--- src/rtl/keccak_padder.sv ---
// Byte-stream front-end for the keccak sponge: packs bytes into rate blocks, applies
// the domain suffix and pad10*1, and hands blocks over valid/ready. Option: KECCAK_PAD_SHAKE_EN.
module keccak_padder #(
    parameter int D  = 112,
    parameter int B  = 1600,
    parameter int RW = B - 2 * D
) (
    input  logic          clk,
    input  logic          reset,
    input  logic [7:0]    in_data,
    input  logic          in_valid,
    output logic          in_ready,
    input  logic          in_last,
    input  logic          in_null,
`ifdef KECCAK_PAD_SHAKE_EN
    input  logic          shake,
`endif
    output logic [RW-1:0] block,
    output logic          block_valid,
    input  logic          block_ready,
    output logic          block_last,
    output logic [1:0]    dbg_state
);
    localparam int RBYTES = RW / 8;
    localparam int CW     = $clog2(RBYTES);
    localparam int TOP    = 8 * (RBYTES - 1);

    // Handshakes: a transfer happens on a rising clk edge when valid && ready are
    // both high; valid-side payload is held stable until that edge.
    typedef enum logic [1:0] {S_FILL = 2'd0, S_EMIT = 2'd1, S_EMIT_PAD = 2'd2} state_t;

    state_t          state_q, state_d;
    logic [RW-1:0]   buf_q, buf_d;
    logic [CW-1:0]   cnt_q, cnt_d;
    logic            last_q, last_d;
    logic            pad_q, pad_d;
    logic [7:0]      suffix;
    logic            data_xfer;
    logic            blk_xfer;

`ifdef KECCAK_PAD_SHAKE_EN
    logic shake_q, shake_d;
    logic active_q, active_d;
    // The mode is latched on the first byte and holds until the final block leaves.
    assign suffix = (active_q ? shake_q : shake) ? 8'h1F : 8'h06;
`else
    assign suffix = 8'h06;
`endif

    // in_null without in_last is dropped, so it never counts as a data transfer.
    assign data_xfer = (state_q == S_FILL) && !reset && in_valid && !(in_null && !in_last);
    assign blk_xfer  = block_valid && block_ready;

    always_ff @(posedge clk) begin
        if (reset) begin
            state_q <= S_FILL;
            buf_q   <= '0;
            cnt_q   <= '0;
            last_q  <= 1'b0;
            pad_q   <= 1'b0;
        end else begin
            state_q <= state_d;
            buf_q   <= buf_d;
            cnt_q   <= cnt_d;
            last_q  <= last_d;
            pad_q   <= pad_d;
        end
    end

`ifdef KECCAK_PAD_SHAKE_EN
    always_ff @(posedge clk) begin
        if (reset) begin
            shake_q  <= 1'b0;
            active_q <= 1'b0;
        end else begin
            shake_q  <= shake_d;
            active_q <= active_d;
        end
    end

    always_comb begin
        shake_d  = shake_q;
        active_d = active_q;
        if (data_xfer && !active_q) begin
            shake_d  = shake;
            active_d = 1'b1;
        end
        if (blk_xfer && block_last) active_d = 1'b0;
    end
`endif

    // Datapath: byte writes, suffix/pad insertion, and clearing after a block leaves.
    always_comb begin
        buf_d  = buf_q;
        cnt_d  = cnt_q;
        last_d = last_q;
        pad_d  = pad_q;
        if (data_xfer) begin
            last_d = 1'b0;
            if (!in_null) begin
                buf_d[8*int'(cnt_q) +: 8] = in_data;
                cnt_d = (int'(cnt_q) == RBYTES - 1) ? '0 : cnt_q + CW'(1);
            end
            if (in_last) begin
                if (in_null) begin
                    buf_d[8*int'(cnt_q) +: 8] = suffix;
                    buf_d[TOP +: 8] = buf_d[TOP +: 8] | 8'h80;
                    last_d = 1'b1;
                end else if (int'(cnt_q) == RBYTES - 1) begin
                    pad_d = 1'b1;
                end else begin
                    buf_d[8*(int'(cnt_q) + 1) +: 8] = suffix;
                    buf_d[TOP +: 8] = buf_d[TOP +: 8] | 8'h80;
                    last_d = 1'b1;
                end
            end
        end
        if (blk_xfer) begin
            buf_d  = '0;
            cnt_d  = '0;
            last_d = 1'b0;
            if (state_q == S_EMIT_PAD) pad_d = 1'b0;
        end
    end

    always_comb begin
        state_d = state_q;
        case (state_q)
            S_FILL:     if (data_xfer && (in_last || int'(cnt_q) == RBYTES - 1)) state_d = S_EMIT;
            S_EMIT:     if (blk_xfer) state_d = pad_q ? S_EMIT_PAD : S_FILL;
            S_EMIT_PAD: if (blk_xfer) state_d = S_FILL;
            default:    state_d = S_FILL;
        endcase
    end

    always_comb begin
        in_ready    = (state_q == S_FILL) && !reset;
        block_valid = (state_q != S_FILL);
        block_last  = ((state_q == S_EMIT) && last_q) || (state_q == S_EMIT_PAD);
        block       = buf_q;
        if (state_q == S_EMIT_PAD) begin
            block          = '0;
            block[7:0]     = suffix;
            block[TOP +: 8] = 8'h80;
        end
        dbg_state   = state_q;
    end

    a_null_needs_last: assert property (@(posedge clk) disable iff (reset)
        !(in_valid && in_null && !in_last));
endmodule

--- config.mk ---
export PLATFORM = sky130hd
export DESIGN_NAME = keccak_padder
export DESIGN_NICKNAME = d
export VERILOG_FILES = /design/src/rtl/keccak_padder.sv
export SDC_FILE = /design/constraint.sdc
export NUM_CORES = 2
export LEC_CHECK = 0
export BUFFER_PORTS_ARGS = -buffer_cell sky130_fd_sc_hd__buf_4
export CAP_MARGIN = 5
export CORE_AREA = 2 2 548 550
export CTS_CLUSTER_SIZE = 40
export DETAILED_ROUTE_END_ITERATION = 10
export DIE_AREA = 0 0 550 552
export GPL_TIMING_DRIVEN = 0
export HOLD_SLACK_MARGIN = 0.12
export MAX_ROUTING_LAYER = met4
export PLACE_DENSITY = 0.47
export REMOVE_ABC_BUFFERS = 1
export SLEW_MARGIN = 10
export SYNTH_ARGS = -nofsm -noshare
export SYNTH_HDL_FRONTEND = slang
export SYNTH_SLANG_ARGS = --single-unit
--- constraint.sdc ---
create_clock -name clk -period 5.09 [get_ports clk]
set_input_delay 1.2725 -clock clk [delete_from_list [all_inputs] [get_ports clk]]
set_output_delay 1.2725 -clock clk [all_outputs]
set_load 0.05 [all_outputs]
==> flow_metrics.env <==
export IMPL_hold_class="flop to flop"
export IMPL_dieHeight_um=552
export IMPL_dr_pass1_iters=9
export IMPL_p_per_area_nw_per_um2=290
export IMPL_ant_nets=0
export IMPL_arrival_ns=5.96
export IMPL_vias_per_cell=5.66
export IMPL_synthCells=7677
export IMPL_slew_viol_final=0
export IMPL_reg2reg_depth=11
export IMPL_timing_final_ws_setup_ns=-0.135
export IMPL_synth_compound_area_share_pct=28.7
export IMPL_reg2reg_from="cnt_q[0]$_SDFFE_PP0P_"
export IMPL_critical_path_buf_inv_count=7
export IMPL_yosys_warnings=0
export IMPL_violations="negative setup slack"
export IMPL_wl_mm=542
export IMPL_top_layer="met4"
export IMPL_whs_path_depth=1
export IMPL_p_leak_nw=35.9
export IMPL_clock_latency_ns=0.92
export IMPL_synth_edf_count=0
export IMPL_worst_slew_pin_transition_ns=1.41
export IMPL_relSlewSlack_pct=5.32
export IMPL_cp_max_fo=74
export IMPL_dr_wl_met3_mm=60.3
export IMPL_netlist_area_sq_um=65700
export IMPL_via_count=74100
export IMPL_status="finished with violations"
export IMPL_ir_drop_v=0.000274
export IMPL_synth_simple_gate_area_share_pct=23.5
export IMPL_required_ns=5.82
export IMPL_seq_area_frac_synth_pct=42.3
export IMPL_finalCriticalPeriod_ns=5.23
export IMPL_cts_tree="built"
export IMPL_start_util_pct=22.0
export IMPL_grt_max_degree=111
export IMPL_synthMuxAreaShare_pct=0.606
export IMPL_die_area_sq_um=304000
export IMPL_critPathMaxStageDelay_ns=0.47
export IMPL_hpwl_mm=411
export IMPL_h_tree_depth=4
export IMPL_rows=201
export IMPL_hold_end="buf_q[482]$_SDFFE_PP0P_"
export IMPL_fin_crit_sh_pct=103
export IMPL_cts_path_max_buffers=4
export IMPL_routabilityCongestion=0.911
export IMPL_drc=0
export IMPL_routedWlPerCell_um=41.5
export IMPL_antenna_found_initial=51
export IMPL_synth_top_family_by_area="compound AO/OA/AOI/OAI gates"
export IMPL_slowest_stage="a21oi_4"
export IMPL_timing_hold_ws_ns=0.452
export IMPL_fin_worst_skew_ns=0.0686
export IMPL_maxCapViolations=0
export IMPL_path_clk_slew_ns=0.06
export IMPL_ys_async_sr_fraction_pct=0
export IMPL_mostFrequentLayoutCell="buf_4"
export IMPL_synth_seq_cells=1388
export IMPL_final_nets=8962
export IMPL_cts_sinks=1388
export IMPL_grt_pass1_wl_mm=697
export IMPL_max_freq_ghz=0.191
export IMPL_r2r_end="buf_q[350]$_SDFFE_PP0P_"
export IMPL_yosys_cell_types_count=110
export IMPL_synth_top_cell_by_area="dfxtp_1"
export IMPL_drt_iter0_markers=9298
export IMPL_min_from="buf_q[482]$_SDFFE_PP0P_"
export IMPL_coreArea_sq_um=298000
export IMPL_grt_overflow_total=0
export IMPL_end_kind="flop"
export IMPL_die_x_um=550
export IMPL_setup_viol=70
export IMPL_ios=1395
export IMPL_met2WireLength_mm=231
export IMPL_final_cell_mix="buf_4 (1482), dfxtp_1 (1379), and2_1 (1304)"
export IMPL_path_class="input pin to flop"
export IMPL_cts_buffers=174
export IMPL_total_power_mw=26.9
export IMPL_cpMostUsedCell="buf_12"
export IMPL_regToRegSetupSlack_ns=-0.07
export IMPL_track_usage_pct=35.0
export IMPL_cp_top_family="buffers and inverters"
export IMPL_start_kind="input pin"
export IMPL_path_depth=14
export IMPL_io_buffers=1394
export IMPL_synth_top_cells_by_area="dfxtp_1 (42%), and2_1 (12%), a22o_1 (6.6%)"
export IMPL_cts_hold_fix_buffers=0
export IMPL_syn2layout_area_growth_pct=41.1
export IMPL_yosysTopAreaCellShare_pct=42.3
export IMPL_crit_path_cell_trace="buf_12 -> buf_16 -> inv_4 -> buf_16 -> nor2_4 -> buf_12 -> nand3_1 -> a21oi_4 -> buf_12 -> nand2_2 -> buf_12 -> o32ai_1 -> a21oi_1 -> o2bb2ai_1"
export IMPL_synthXorXnorAreaFrac_pct=0.196
export IMPL_detailedPlace_worstSlack_ns=-1.67
export IMPL_met1_length_mm=212
export IMPL_setup_tns_final_ns=-1.82
export IMPL_avgSynthCellArea_sq_um=8.56
export IMPL_drive_gt1_share_pct=28.0
export IMPL_cts_root_buf="clkbuf_16"
export IMPL_synthAdderAreaFrac_pct=0.107
export IMPL_grt_pass1_vias=71000
export IMPL_hold_viol_final=0
export IMPL_synth_main_ff_cell="dfxtp_1"
## per-layer routing
layer  vias to the layer above  GRT usage (%)
li1                      30600              -
met3                      1273           11.9
met2                      5216           51.2
met1                     36900           41.2
met5                         -              -
met4                         0           21.0
## worst max-delay path by stage
| stage | end | startpoint |
|---|---|---|
| CTS | buf_q[999]$_SDFFE_PP0P_ | cnt_q[0]$_SDFFE_PP0P_ |
| finish | buf_q[836]$_SDFFE_PP0P_ | in_last |
| detailed placement | buf_q[1325]$_SDFFE_PP0P_ | cnt_q[1]$_SDFFE_PP0P_ |
| global placement | buf_q[252]$_SDFFE_PP0P_ | dbg_state[1]$_SDFFE_PP0P_ |
| floorplan | block[1375] | dbg_state[1]$_SDFFE_PP0P_ |
| global route | buf_q[1134]$_SDFFE_PP0P_ | cnt_q[0]$_SDFFE_PP0P_ |
## stage by stage
step / area [sq um] / util [%] / std cells
floorplan: 63000 / - / 7015
global placement: 78500 / 26.3 / 12400
detailed placement: 85100 / 28.5 / 12700
CTS: 92200 / 30.9 / 13000
global route: 92700 / 31.1 / 13100
finish: 92700 / 31.1 / 13100
## cells in the mapped netlist (all sizes together), types with 19 or more instances
| cell | count |
|---|---|
| a31oi | 76 |
| nor4 | 48 |
| o21a | 29 |
| dfxtp | 1388 |
| nor3 | 170 |
| a221o | 19 |
| o211ai | 40 |
| nand2 | 536 |
| a211oi | 82 |
| o31ai | 44 |
| buf | 128 |
| clkbuf | 534 |
| and3 | 28 |
| nand2b | 24 |
| nand3 | 166 |
| nand4 | 43 |
| o21ai | 381 |
| or3 | 23 |
| a22o | 497 |
| o221a | 76 |
| a21o | 21 |
| a22oi | 81 |
| and2 | 1312 |
| o221ai | 36 |
| nor2 | 527 |
| o2bb2ai | 183 |
| mux2i | 33 |
| a32o | 136 |
| inv | 95 |
| a21oi | 516 |
| o22ai | 106 |
| a221oi | 50 |
## sequential cells by signal, summed over array words and instances, names as in the netlist
signal     cells
buf_q       1376
cnt_q          8
dbg_state      2
last_q         1
pad_q          1
## final cells by class
class,count,area (sq um)
Fill cell,31500,206000
Multi-Input combinational cell,5533,36900
Sequential cell,1388,27800
Timing Repair Buffer,1749,16600
Tap cell,3958,4950
Clock buffer,234,4870
Clock inverter,82,1110
Inverter,98,385
Antenna cell,39,97.6
## power breakdown
group	internal [mW]	switching [mW]
clock	7.84	5.66
sequential	10.9	0.0392
combinational	0.546	1.92
total	19.3	7.61
## kinds of logic (layout without fill, tap and decap cells)
family	count (synthesis)	count (layout)
buffers and inverters	760	2163
DFF	1388	1388
adders and majority gates	6	6
xor gates and xnor gates	10	10
other	0	39
AOI/OAI and AO/OA	2559	2559
and+or+nand+nor	2915	2919
muxes	39	39
## what timing repair did
action	4_1_cts	5_1_grt
buffers inserted	31	13
pin swaps	11	5
endpoints found under the setup margin	1893	717
gates resized for setup	159	39
cloned	6	1
Note: power is estimated with default switching activity, not from simulation.
